<file path="src/rtl/seg_led_out_if.sv">
// rtl/seg_led_out_if.sv - CPU store-side bus into the seg_led_out peripheral
interface seg_led_out_if;
  logic        OutCtrl;
  logic        ioWrite;
  logic [2:0]  outAddr;
  logic [15:0] write_data;

  modport master (output OutCtrl, ioWrite, outAddr, write_data);
  modport slave  (input  OutCtrl, ioWrite, outAddr, write_data);
endinterface

</file>
<file path="src/rtl/seg_led_out.sv">
// rtl/seg_led_out.sv - LED register bank plus multiplexed 8-digit 7-segment driver
// Optional digit blinking is built when SEG_BLINK_EN is defined.
module seg_led_out #(
  parameter int SCAN_DIV  = 100000,
  parameter int BLINK_DIV = 25000000
) (
  input  logic          clock,
  input  logic          reset,
  seg_led_out_if.slave  bus,
  output logic [23:0]   leds,
  output logic [7:0]    seg_en,
  output logic [7:0]    seg_out
);

  localparam int PW = (SCAN_DIV > 1) ? $clog2(SCAN_DIV) : 1;

  logic [PW-1:0] presc;
  logic [2:0]    digit;
  logic [31:0]   disp;
  logic [7:0]    blank_mask;
  logic          wr;
  logic          tc;
  logic [2:0]    digit_next;
  logic [3:0]    nibble;
  logic          blink_hide;
  logic          hide;
  logic [7:0]    hex_seg;

  assign wr         = bus.OutCtrl & bus.ioWrite;
  assign tc         = (presc == PW'(SCAN_DIV - 1));
  assign digit_next = digit + 3'd1;
  assign nibble     = disp[{digit_next, 2'b00} +: 4];
  assign hide       = blank_mask[digit_next] | blink_hide;

  always_comb begin
    hex_seg = 8'hFF;
    case (nibble)
      4'h0: hex_seg = 8'hC0;
      4'h1: hex_seg = 8'hF9;
      4'h2: hex_seg = 8'hA4;
      4'h3: hex_seg = 8'hB0;
      4'h4: hex_seg = 8'h99;
      4'h5: hex_seg = 8'h92;
      4'h6: hex_seg = 8'h82;
      4'h7: hex_seg = 8'hF8;
      4'h8: hex_seg = 8'h80;
      4'h9: hex_seg = 8'h90;
      4'hA: hex_seg = 8'h88;
      4'hB: hex_seg = 8'h83;
      4'hC: hex_seg = 8'hC6;
      4'hD: hex_seg = 8'hA1;
      4'hE: hex_seg = 8'h86;
      default: hex_seg = 8'h8E;
    endcase
  end

`ifdef SEG_BLINK_EN
  localparam int BW = (BLINK_DIV > 1) ? $clog2(BLINK_DIV) : 1;

  logic [7:0]    blink_mask;
  logic [BW-1:0] blink_cnt;
  logic          blink_phase;

  assign blink_hide = blink_phase & blink_mask[digit_next];

  always_ff @(negedge clock or posedge reset) begin
    if (reset) begin
      blink_cnt   <= '0;
      blink_phase <= 1'b0;
    end else if (blink_cnt == BW'(BLINK_DIV - 1)) begin
      blink_cnt   <= '0;
      blink_phase <= ~blink_phase;
    end else begin
      blink_cnt <= blink_cnt + BW'(1);
    end
  end

  always_ff @(negedge clock or posedge reset) begin
    if (reset)
      blink_mask <= 8'h00;
    else if (wr && bus.outAddr == 3'b101)
      blink_mask <= bus.write_data[15:8];
  end
`else
  assign blink_hide = 1'b0;
`endif

  always_ff @(negedge clock or posedge reset) begin
    if (reset) begin
      leds       <= 24'h0;
      disp       <= 32'h0;
      blank_mask <= 8'h00;
    end else if (wr) begin
      case (bus.outAddr)
        3'b000: leds[7:0]   <= bus.write_data[7:0];
        3'b001: leds[15:8]  <= bus.write_data[7:0];
        3'b010: leds[23:16] <= bus.write_data[7:0];
        3'b011: disp[15:0]  <= bus.write_data;
        3'b100: disp[31:16] <= bus.write_data;
        3'b101: blank_mask  <= bus.write_data[7:0];
        default: ;
      endcase
    end
  end

  // Slot outputs latch only at the advance, so register writes never disturb an active slot.
  always_ff @(negedge clock or posedge reset) begin
    if (reset) begin
      presc   <= '0;
      digit   <= 3'd7;
      seg_en  <= 8'hFF;
      seg_out <= 8'hFF;
    end else if (tc) begin
      presc   <= '0;
      digit   <= digit_next;
      seg_en  <= hide ? 8'hFF : ~(8'h01 << digit_next);
      seg_out <= hide ? 8'hFF : hex_seg;
    end else begin
      presc <= presc + PW'(1);
    end
  end

endmodule

</file>
<file path="src/flat_wrapper.sv">
// flat-port wrapper written by rule: the top's interface ports become plain ports
module seg_led_out_flat 
#(
  parameter int SCAN_DIV  = 100000,
  parameter int BLINK_DIV = 25000000
)
  (clock, reset, leds, seg_en, seg_out, bus_OutCtrl, bus_ioWrite, bus_outAddr, bus_write_data);
  seg_led_out_if bus_i ();
  input  logic clock;
  input  logic reset;
  output logic [23:0] leds;
  output logic [7:0] seg_en;
  output logic [7:0] seg_out;
  input wire logic [$bits(bus_i.OutCtrl)-1:0] bus_OutCtrl;
  input wire logic [$bits(bus_i.ioWrite)-1:0] bus_ioWrite;
  input wire logic [$bits(bus_i.outAddr)-1:0] bus_outAddr;
  input wire logic [$bits(bus_i.write_data)-1:0] bus_write_data;
  assign bus_i.OutCtrl = bus_OutCtrl;
  assign bus_i.ioWrite = bus_ioWrite;
  assign bus_i.outAddr = bus_outAddr;
  assign bus_i.write_data = bus_write_data;
  seg_led_out #(.SCAN_DIV(SCAN_DIV), .BLINK_DIV(BLINK_DIV)) u_core (.clock(clock), .reset(reset), .bus(bus_i), .leds(leds), .seg_en(seg_en), .seg_out(seg_out));
endmodule
</file>
<file path="config.mk">
export PLATFORM = sky130hd
export DESIGN_NAME = seg_led_out_flat
export DESIGN_NICKNAME = d
export VERILOG_FILES = /design/src/rtl/seg_led_out_if.sv /design/src/rtl/seg_led_out.sv /design/src/flat_wrapper.sv
export SDC_FILE = /design/constraint.sdc
export NUM_CORES = 1
export LEC_CHECK = 0
export ABC_AREA = 1
export CELL_PAD_IN_SITES_DETAIL_PLACEMENT = 1
export CELL_PAD_IN_SITES_GLOBAL_PLACEMENT = 2
export CORE_MARGIN = 8
export CORE_UTILIZATION = 30
export DETAILED_ROUTE_END_ITERATION = 7
export GPL_TIMING_DRIVEN = 0
export PLACE_DENSITY = 0.85
export SETUP_SLACK_MARGIN = 0.5
export SYNTH_ARGS = -nofsm -noshare
export SYNTH_HDL_FRONTEND = slang
export SYNTH_SLANG_ARGS = --single-unit
</file>
<file path="constraint.sdc">
create_clock -name clock -period 2.7 [get_ports clock]
set_clock_uncertainty 0.05 [all_clocks]
set_input_delay 0.27 -clock clock [delete_from_list [all_inputs] [get_ports clock]]
set_output_delay 0.27 -clock clock [all_outputs]
set_load 0.05 [all_outputs]
</file>
[Word-level counts from Yosys, hierarchy flattened]
Memories as Yosys holds them, arrays and structs flattened.
Cells that the tools add are included.
Cells by class
  reduce and logical (&&, ||, !) cells: 7
  bitwise logic cells: 2
  shift operators: 2
  magnitude comparators: 1
  add/subtract/negate cells: 2
  muxes and demuxes: 5
  equal/unequal tests: 6
Operators with widths (number)
  $shiftx 32x6->4: 1
  $add 17x1->17 const B: 1
  $eq 17x17->1 const B: 1
  $mux 17: 1
  $mux 8: 2
  $reduce_and 2->1: 6
  $not 8->8: 1
  $shl 1x3->8 const A: 1
  $eq 3x2->1 const B: 2
  $eq 3x3->1 const B: 2
  $lt 3x4->1 const B: 1
  $add 3x1->3 const B: 1
  $bmux 1 s3: 1
  $eq 3x1->1 const B: 1
  $logic_not 3->1: 1
  $and 1x1->1: 1
  $mux 1: 1
Word-level totals
  logic and storage cells: 36
  memories kept: 1
  ROM bits: 112
  register bits: 100
  output and inout bits: 40
  bits of input ports: 23
Memories
  (name not given): depth 16, bits a word 7, read ports 1, clocked after memory_dff 0, wr ports 0, line seg_led_out.sv:37  | case (nibble)

[Depth between registers and ports, before layout]
Gate-level depths: netlist (run 1).
  depth after elaboration: 4
  depth in mapped cells: 15
  depth with buffers taken out: 14

==> summary.md, run 1 <==
In this run, synthesis inferred 0 flip-flops with an integrated enable. For the critical path arrival, the log shows 2480 ps. In this run the worst hold path is classified as register to register. The run gives 0.8148 as the routability congestion estimate. The logs give 0 for the number of hold-slack violations in the final timing report and -576.7 ps for the post-placement worst setup slack. The tools report the critical path startpoint category as a register.

For the worst flop-to-flop path, the logic depth is 14. In this run the tool buffered the top-level ports with 61 buffer cells. The sum of buffers and inverters on the critical path is 1, and the number of buffers inserted during clock tree synthesis is 9. The final antenna-violating net count is 0.

The initial utilization of the core area, before any placement, comes to 30.63%. Setup violations remaining at the end of the flow were counted as 18. Total number of nets in the final design: 781. On the critical path the largest part of the delay comes from flip-flops. Length of the first detailed-routing pass in iterations: 4. The netlist area before placement was 4866 sq um. The classification of the worst setup path was register to primary output. Summed over all nets, the half-perimeter wirelength after detailed placement is 10630 um. For the worst setup path, the data required time is 2380 ps. The power density normalized to cell area is 596.4 nW/um^2, and the share of the core filled with cells is 50.92%. The share of synthesized registers carrying an async set or reset was 100.0%; the yosys synthesis warning count was 0. The run gives 200 as the starting DRC count in detailed routing. The signal on the critical path passes through buf_8. The logs give 0.5395 mV for the worst supply voltage drop on vdd and 17730 um for the total wirelength of the detailed-routed design. After clock tree synthesis, the clock-pin slew on the worst setup and hold paths is 50 ps. For the smallest hold slack, the log shows 349.4 ps. After synthesis, the mean cell area works out to 8.247 sq um. Of the cells placed in the final design, the portion with a size suffix greater than 1 is 47.80%.

The tools report the total overflow reported by the global router as 0. TritonCTS built the clock tree. The slew of the pin with the lowest slew margin was 551.3 ps. Summing all non-filler instances in the final layout gives an area of 8089 sq um. Global routing used 17.06% of the available tracks.

The checks that failed: setup timing. The analysis attributes to cell leakage a power of 0.003751 uW. The run gives 5976 sq um as the instance area at placement. In this run the core area contains 46 standard-cell rows. The least setup slack across all paths after layout was -102.4 ps; the detail-routed via count per cell was 4.784.

The average wire length per cell after detail routing came out at 18.33 um. In this run the clock root is driven by a clkbuf_16. 63 I/O pins were placed. For the number of max-capacitance violations reported, the log shows 0.

The vertical die dimension came out at 143.4 um. Headroom to the max-slew limit came out at 63.05%. Entering global routing, the biggest net connects 42 pins. Synthesis produced a netlist with a net count of 625. In this run the horizontal extent of the chip is 143.4 um. The flow ran to the end, but the final reports show violations. The most common flop cell mapped by yosys was dfrtn_1. For the wire length of the first global-routing pass, the log shows 27260 um.

On the critical path, the stage with the largest delay is an instance of dfstp_2. Maximum net fanout on the critical path: 2. For this block, the via count after detailed routing is 4626.

The area added between synthesis and finish was 66.24%. The cts-stage hold buffer count is 0, and the distinct cell type count of the synthesized netlist is 36. The later pin in the worst-skew pair is clocked with a latency of 420 ps.

The logs give 0 for the count of antenna diodes in the layout and 5106 for the via count of the first global-routing pass. For the die outline area, the log shows 20550 sq um. Final number of max-transition violations: 0.

The floorplan step defined a core boundary enclosing 15890 sq um. Setup repair after global routing could not meet its margin everywhere. Sequential cells were found to cover 51.38% of the synthesized design area.

Counting along the longest clock path gives a buffer depth of 2. In this design, the stage delay of the slowest critical-path cell is 560 ps. The detailed-route DRC error count is 0, and the number of cells on the critical path is 1. The worst setup path is captured at a primary output. The tree built by TritonCTS fans out to 99 sinks. The number of flip-flops and latches in the synthesized netlist was 99; the post-synthesis cell count was 590.

The H-tree was split into 3 levels. The depth of the worst hold-timing path was 1. The run gives 0 as the initial antenna violation count.
==> cell usage in the layout (no fill, tap or decap), drive strengths merged <==
cell type,n
a21oi,7
a31oi,1
a41oi,8
buf,120
bufinv,1
clkbuf,19
clkdlybuf4s50,17
clkinv,3
clkinvlp,2
conb,1
dfrtn,81
dfstp,18
ha,12
inv,95
nand2,176
nand3,43
nand3b,1
nand4,6
nor2,43
nor3,5
nor3b,1
nor4,3
o211a,1
o21ai,73
o21bai,1
or2,3
xnor2,1
xor2,9
==> final cells by class <==
class	instances	area (sq um)
inverter	76	309.0
clock buffer	10	229.0
clock inverter	24	131.4
timing repair buffer	125	1415
timing repair inverter	1	5.005
tap	216	270.3
fill	1775	7796
multi-input combinational	395	2933
sequential	99	2500
buffer	21	296.5
==> report_power, final <==
group / internal, uW / switching [uW] / leakage, uW
sequential: 1700 / 188 / 0.00122
clock: 757 / 686 / 0.000241
combinational: 603 / 887 / 0.00229
==> worst paths after layout <==
check / from / to / slack, ps
min in group asynchronous: reset / u_core.disp[9]$_DFFE_NP0P_ / 1620
min reg2reg: u_core.presc[0]$_DFF_NP0_ / u_core.presc[0]$_DFF_NP0_ / 350
max reg2reg: u_core.digit[0]$_DFFE_NP1N_ / u_core.seg_out[3]$_DFFE_NP1N_ / 400
max: u_core.seg_en[3]$_DFFE_NP1N_ / seg_en[3] / -100
max in group asynchronous: reset / u_core.seg_en[7]$_DFFE_NP1N_ / 580
min: u_core.presc[0]$_DFF_NP0_ / u_core.presc[0]$_DFF_NP0_ / 350
==> logic make-up after synthesis <==
group | count (synthesis) | share of synthesized area (%)
flip-flops | 99 | 51.38
buffers and inverters | 98 | 8.511
AND/OR/NAND/NOR | 280 | 24.48
adder cells (fa/ha/maj) | 12 | 3.086
AO/OA/AOI/OAI | 90 | 10.52
XOR/XNOR | 10 | 1.954
other | 1 | 0.07707
==> cells in the mapped netlist, drive strengths merged, types with 5 or more instances <==
cell / instances / share of area, %
o21ai: 72 / 7.6
a21oi: 7 / 0.95
a41oi: 8 / 1.4
nand3: 43 / 5.0
nor2: 43 / 3.3
xor2: 9 / 1.8
clkbuf: 11 / 1.1
buf: 10 / 1.5
nor3: 5 / 0.51
dfstp: 18 / 9.7
dfrtn: 81 / 42
inv: 77 / 5.9
ha: 12 / 3.1
nand2: 175 / 14
nand4: 6 / 0.77
==> stage by stage <==
stage,setup TNS [ps],instances,power [uW]
2_1_floorplan,-2680,590,2531
6_report,-1076,967,4824
4_1_cts,-1288,944,4516
5_1_grt,-1764,967,5052
3_3_place_gp,-135820,867,2852
3_5_place_dp,-36850,869,2891
==> state kept, by name, summed over array words and instances, names as in the netlist <==
| name | count |
|---|---|
| u_core.disp | 32 |
| u_core.leds | 24 |
| u_core.presc | 17 |
| u_core.blank_mask | 8 |
| u_core.seg_en | 8 |
| u_core.seg_out | 7 |
| u_core.digit | 3 |
==> repair_timing <==
item | 4_1_cts | 5_1_grt
cloned | 6 | 1
setup buffers | 36 | 22
gates resized for setup | 445 | 151
pin swaps | 47 | 45
setup endpoints to repair | 189 | 100
==> layer usage <==
layer  track usage (%)  vias up  part of all wire, %
li1                  -     2193                    -
met1             20.47     2322                   42
met2             29.18       90                   52
met3             4.645       21                  5.1
met4             5.257        0                  1.4
met5                 0        -                    0
Power figures use the tool's default switching activity.
==> inputs of run 2 (changes only) <==
--- a/config.mk
+++ b/config.mk
@@ -13,6 +13,7 @@
 export DETAILED_ROUTE_END_ITERATION = 7
 export GPL_TIMING_DRIVEN = 0
 export PLACE_DENSITY = 0.85
+export REMOVE_ABC_BUFFERS = 1
 export SETUP_SLACK_MARGIN = 0.5
 export SYNTH_ARGS = -nofsm -noshare
 export SYNTH_HDL_FRONTEND = slang
==> summary.md, run 2 (synthesized netlist as in run 1, its figures left out) <==
The die span in x works out to 143.4 um. Total number of H-tree levels: 3. Total overflow reported by the global router: 0.

The total number of nets in the final design came out at 774. The critical path is of the register to primary output type. The final design instance area without fill came out at 7770 sq um. Instance area at placement: 5652 sq um. The worst stage delay on the critical path works out to 560 ps. The number of buffers inserted during clock tree synthesis is 9. For the worst setup path, the data required time is 2380 ps. Counting the fill cells in the layout gives 1820. Data arrives at the worst endpoint at 2480 ps. The estimated wirelength of the detail-placed design was 9182 um. Setup repair after global routing could not meet its margin everywhere.

The tools report the count of antenna diodes in the layout as 0. The tools report the nature of the critical path endpoint as a primary output. The sum of buffers and inverters on the critical path is 1. The first global-routing pass estimated 25610 um of wire. For this run, the total global-route usage over all layers was measured as 16.07%. The detail-routed via count per cell is 4.894. For the total number of placement rows, the log shows 46. The clock-pin slew of the registers on the worst-case setup and hold paths works out to 50 ps. For this design, the sink count on the clock tree is 99.

TritonCTS built the clock tree. On the critical path the largest part of the delay comes from flip-flops. Compared with the post-synthesis result, the final layout area differs by 59.68%. The core region is 15890 sq um. The vertical die dimension came out at 143.4 um. The largest registers in the layout are u_core.disp (32), u_core.leds (24), u_core.presc (17).

Across the whole layout, storage elements account for 2504 sq um. Commonest non-fill, non-tap cell in the layout: nand2_1. The length of the first detailed-routing pass in iterations is 4.

Standard cell with the maximum stage delay on the critical path: dfstp_2. At the end of routability-driven placement, the weighted congestion stood at 0.8264. The longest clock path from root to sink contains 2 buffers.

In this run the static leakage power is 0.003584 uW. Setup violations remaining at the end of the flow were counted as 15. The tools report the post-placement worst setup slack as -1258 ps. Proportion of layout cells with a drive suffix above 1: 42.34%. The initial antenna violation count is 0, and the I/O pin total is 63. In the layout the commonest cells are 106 x nand2_1, 81 x dfrtn_1, 76 x inv_1.

The least setup slack across all paths after layout is -103.7 ps, and the number of buffers inserted by port buffering is 61. The tools report the maximum number of pins on one net before global-route repair as 38. The initial utilization of the core area, before any placement, comes to 30.63%. For the total via count in the routed design, the log shows 4698. The flow ran to the end, but the final reports show violations. After detailed routing, the total wire length is 18130 um.

The checks that failed: setup timing. At the later pin of the worst-skew pair, clock insertion delay measures 420 ps. Final antenna-violating net count: 0.

The worst setup path is launched from a register. The maximum net fanout on the critical path is 2, and the power density normalized to cell area is 601.3 nW/um^2. Walking the worst path, the cells encountered are buf_8.

The tools report the die outline area as 20550 sq um. The number of flip-flops under the largest register name works out to 32. The type of the worst min-delay path is register to register. For the number of hold-slack violations in the final timing report, the log shows 0.

The worst supply voltage drop on vdd is 0.4764 mV. Detailed-route DRC error count: 0. The final number of max-transition violations is 0, and the via count of the first global-routing pass is 4848.

Register ranked first by flip-flop count: u_core.disp. Clock tree synthesis selected as its root buffer the cell clkbuf_16. For the smallest hold slack, the log shows 343.5 ps.

Number of max-capacitance violations reported: 0. For this block, the initial DRC count from the detailed router was 193. After detailed routing, the average wire length per cell comes to 18.89 um. The area used by multi-input combinational logic is 2821 sq um, and the cts-stage hold buffer count is 0.
-- run 2: cell types whose count changed in the layout (fill, tap and decap cells not counted), moves of 7 or more --
cell / before / now
buf_4: 34 / 41
clkbuf_16: 16 / 9
o21ai_0: 6 / 17
buf_6: 52 / 40
nand2_1: 89 / 106
nand2_4: 34 / 13
nand3_1: 15 / 22
o21ai_2: 40 / 23
-- run 2: final timing paths --
kind / from / end / slack (ps) / depth (start not counted)
max: u_core.seg_out[2]$_DFFE_NP1N_ / seg_out[2] / -100 / 1
min: u_core.presc[0]$_DFF_NP0_ / u_core.presc[0]$_DFF_NP0_ / 340 / 1
max reg2reg: u_core.digit[0]$_DFFE_NP1N_ / u_core.seg_out[1]$_DFFE_NP1N_ / 300 / 12
min reg2reg: u_core.presc[0]$_DFF_NP0_ / u_core.presc[0]$_DFF_NP0_ / 340 / 1
max in group asynchronous: reset / u_core.seg_out[6]$_DFFE_NP1N_ / 860 / 3
min in group asynchronous: reset / u_core.leds[17]$_DFFE_NP0P_ / 1160 / 2
-- run 2: through the flow --
stage | total power, uW | cells | utilization (%) | setup TNS, ps
3_3_place_gp | 2790 | 846 | 35.39 | -323590
5_1_grt | 4912 | 960 | 48.91 | -1508
3_5_place_dp | 2831 | 847 | 35.58 | -65670
4_1_cts | 4403 | 922 | 44.07 | -1137
2_1_floorplan | 2492 | 569 | - | -131190
6_report | 4672 | 960 | 48.91 | -1014
-- run 2: cell type report --
cell class / instances / share of cell area [%]
Timing Repair inverter: 2 / 0.2254
Tap cell: 216 / 3.478
Inverter: 76 / 4.541
Clock buffer: 9 / 2.899
Multi-Input combinational cell: 405 / 36.31
Clock inverter: 25 / 1.707
Timing Repair Buffer: 128 / 18.62
Sequential cell: 99 / 32.22
-- run 2: repair_timing --
item                                    CTS  global route
pin swaps                                57            81
endpoints found under the setup margin  183           149
setup buffers                            35            30
resized for setup                       453           156
cloned                                    7             8
-- run 2: layer usage --
layer,global-route usage [%],vias to the layer above,wire (um)
li1,-,2212,-
met1,18.94,2333,7425
met2,28.38,120,9467
met3,3.650,33,762
met4,5.091,0,475
met5,0,-,0
-- run 2: power by group --
group,internal (uW),leakage (uW),total [uW],switching (uW)
combinational,552,0.00213,1410,860
sequential,1700,0.00122,1860,159
clock,679,0.000235,1400,721
total,2930,0.00358,4670,1740
==> inputs of run 3 (changes only) <==
--- a/config.mk
+++ b/config.mk
@@ -14,7 +14,7 @@
 export GPL_TIMING_DRIVEN = 0
 export PLACE_DENSITY = 0.85
 export REMOVE_ABC_BUFFERS = 1
-export SETUP_SLACK_MARGIN = 0.5
+export SETUP_SLACK_MARGIN = 0.15
 export SYNTH_ARGS = -nofsm -noshare
 export SYNTH_HDL_FRONTEND = slang
 export SYNTH_SLANG_ARGS = --single-unit
==> summary.md, run 3 (synthesized netlist as in run 1, its figures left out) <==
Register ranked first by flip-flop count: u_core.disp. The tools report the count of final setup violators as 15. Cell family with the largest share of critical-path delay: flip-flops.

The required time of the critical path is 2380 ps, and the number of buffers inserted by port buffering is 61. The checks that failed: setup timing. The critical path arrival was 2460 ps.

The commonest non-fill, non-tap cell in the layout was nand2_1. For the total routed wire length on the met1 layer, the log shows 6369 um. Counting the buffers created by CTS gives 9. The critical path startpoint category was a register. TritonCTS built the clock tree. Detailed-routed wire length on met3: 665 um.

The run gives 9182 um as the estimated wirelength of the detail-placed design. During I/O placement, the number of pins put on the boundary was 63. The largest registers in the layout are u_core.disp (32), u_core.leds (24), u_core.presc (17).

The total number of clock tree sinks was 99. The least setup slack across all paths after layout came out at -75.02 ps. In the final timing run, aggregate negative setup slack is -948.4 ps.

The flow ran to the end, but the final reports show violations. The die is 143.4 um tall. 0 antenna diodes ended up in the layout. For the sum of met2 wire segment lengths after detailed routing, the log shows 6976 um. Summing over every cut layer, the via total after detailed routing is 4273. Across every metal layer, demand over resource in global routing totals 14.73%. The register with the most flip-flops in the layout has 32 of them. The sum of buffers and inverters on the critical path is 1, and the total number of placement rows is 46. Clock-pin slew of the registers on the worst-case setup and hold paths: 50 ps. The total number of H-tree levels is 3, and the cts-stage hold buffer count is 0. In the routed layout, each cell is associated on average with a via count of 4.690. Classification of the worst setup path: register to primary output. The nature of the critical path endpoint is a primary output.

In the final design database the tool counted 725 nets. The proportion of layout cells with a drive suffix above 1 was 20.86%; the storage element area was 2504 sq um. The tools report the cell at the root of the clock tree as clkbuf_16. The logs give 0 for the final number of max-transition violations and 41.26% for the share of the core filled with cells. Setup repair after global routing could not meet its margin everywhere. For the worst-skew pair, the clock arrives at the later sink with an insertion delay of 420 ps.

The worst stage delay on the critical path works out to 550 ps. The smallest hold slack is 346.6 ps. The first global-routing pass estimated 23780 um of wire. The standard cell with the maximum stage delay on the critical path is dfstp_2. Across the run, the number of max-cap violations was 0. The slew of the pin with the lowest slew margin came out at 511.8 ps.

The power density normalized to cell area is 648.1 nW/um^2, and the final antenna-violating net count is 0. In this run the standard cell core region covers 15890 sq um. The library cells used most frequently in the layout, excluding fill and tap cells, are 161 x nand2_1, 90 x inv_1, 81 x dfrtn_1.

The average wire length per cell after detail routing works out to 15.66 um. For the via count of the first global-routing pass, the log shows 4590. The run gives 6554 sq um as the final design instance area without fill. The type of the worst min-delay path is register to register. In the final layout, the multi-input gates occupy 2155 sq um. The die span in x came out at 143.4 um.

For the number of hold-slack violations in the final timing report, the log shows 0. The starting utilization of the core area was 30.63%. For this run the aggregate overflow at the end of global routing stands at 0.

Measured against its own limit, the worst slew margin works out to 65.80%. The run gives 20550 sq um as the die outline area. Counting along the longest clock path gives a buffer depth of 2.

Summed over all cells, the static leakage comes to 0.003241 uW. The critical path goes through buf_8. After detailed placement, the total cell area comes to 5652 sq um. For this run, design rule violations remaining after detail routing come to 0.

Entering global routing, the biggest net connects 65 pins. The routed design has 14260 um of wire. Initial antenna violation count: 0. After detailed routing, no signal wire sits above met4.

Maximum net fanout on the critical path: 2. The pre-antenna-repair detailed-routing pass consisted of 4 iterations. Routability-driven placement finished with a final weighted congestion of 0.8264. The run gives 160 as the starting DRC count in detailed routing. The area added between synthesis and finish was 34.69%; the total of fill cells in the finished design was 1889. The run gives 0.3942 mV as the worst supply voltage drop on vdd.
## run 3: worst paths after layout
path,startpoint,to,slack (ps),depth (start not counted)
worst max register to register,u_core.digit[0]$_DFFE_NP1N_,u_core.seg_out[1]$_DFFE_NP1N_,300,11
min in group asynchronous,reset,u_core.leds[12]$_DFFE_NP0P_,1470,2
max in group asynchronous,reset,u_core.seg_en[5]$_DFFE_NP1N_,330,3
worst max-delay path,u_core.seg_en[1]$_DFFE_NP1N_,seg_en[1],-80,1
worst min register to register,u_core.presc[0]$_DFF_NP0_,u_core.presc[0]$_DFF_NP0_,350,1
worst min-delay path,u_core.presc[0]$_DFF_NP0_,u_core.presc[0]$_DFF_NP0_,350,1
## run 3: routing by layer
layer | GRT usage (%) | up-vias
li1 | - | 2084
met5 | 0 | -
met3 | 3.650 | 12
met1 | 18.12 | 2109
met2 | 24.41 | 68
met4 | 5.645 | 0
## run 3: layout make-up
cell class	instances	share of cell area, %
sequential	99	38.20
multi-input combinational	396	32.88
timing repair buffer	90	14.83
inverter	76	4.506
tap	216	4.124
clock buffer	9	3.436
clock inverter	25	2.024
## run 3: stage by stage
| step | total power [uW] | instances | setup WS, ps |
|---|---|---|---|
| after floorplan | 2492 | 569 | -1401 |
| after global placement | 2790 | 846 | -2837 |
| after detailed placement | 2831 | 847 | -1258 |
| after CTS | 4270 | 901 | -81.41 |
| after global routing | 4504 | 911 | -127.9 |
| final | 4248 | 911 | -75.02 |
## run 3: power breakdown
part / internal, uW / leakage [uW] / switching [uW]
logic: 386 / 0.00178 / 664
registers: 1700 / 0.00122 / 126
clock network: 678 / 0.000235 / 692
total: 2770 / 0.00324 / 1480
## run 3: repair_timing
| item | in CTS | in global routing |
|---|---|---|
| cloned | 3 | 0 |
| resized for setup | 332 | 10 |
| endpoints found under the hold margin | 0 | 0 |
| setup buffers | 18 | 10 |
| pin swaps | 8 | 3 |
| setup endpoints to repair | 118 | 66 |
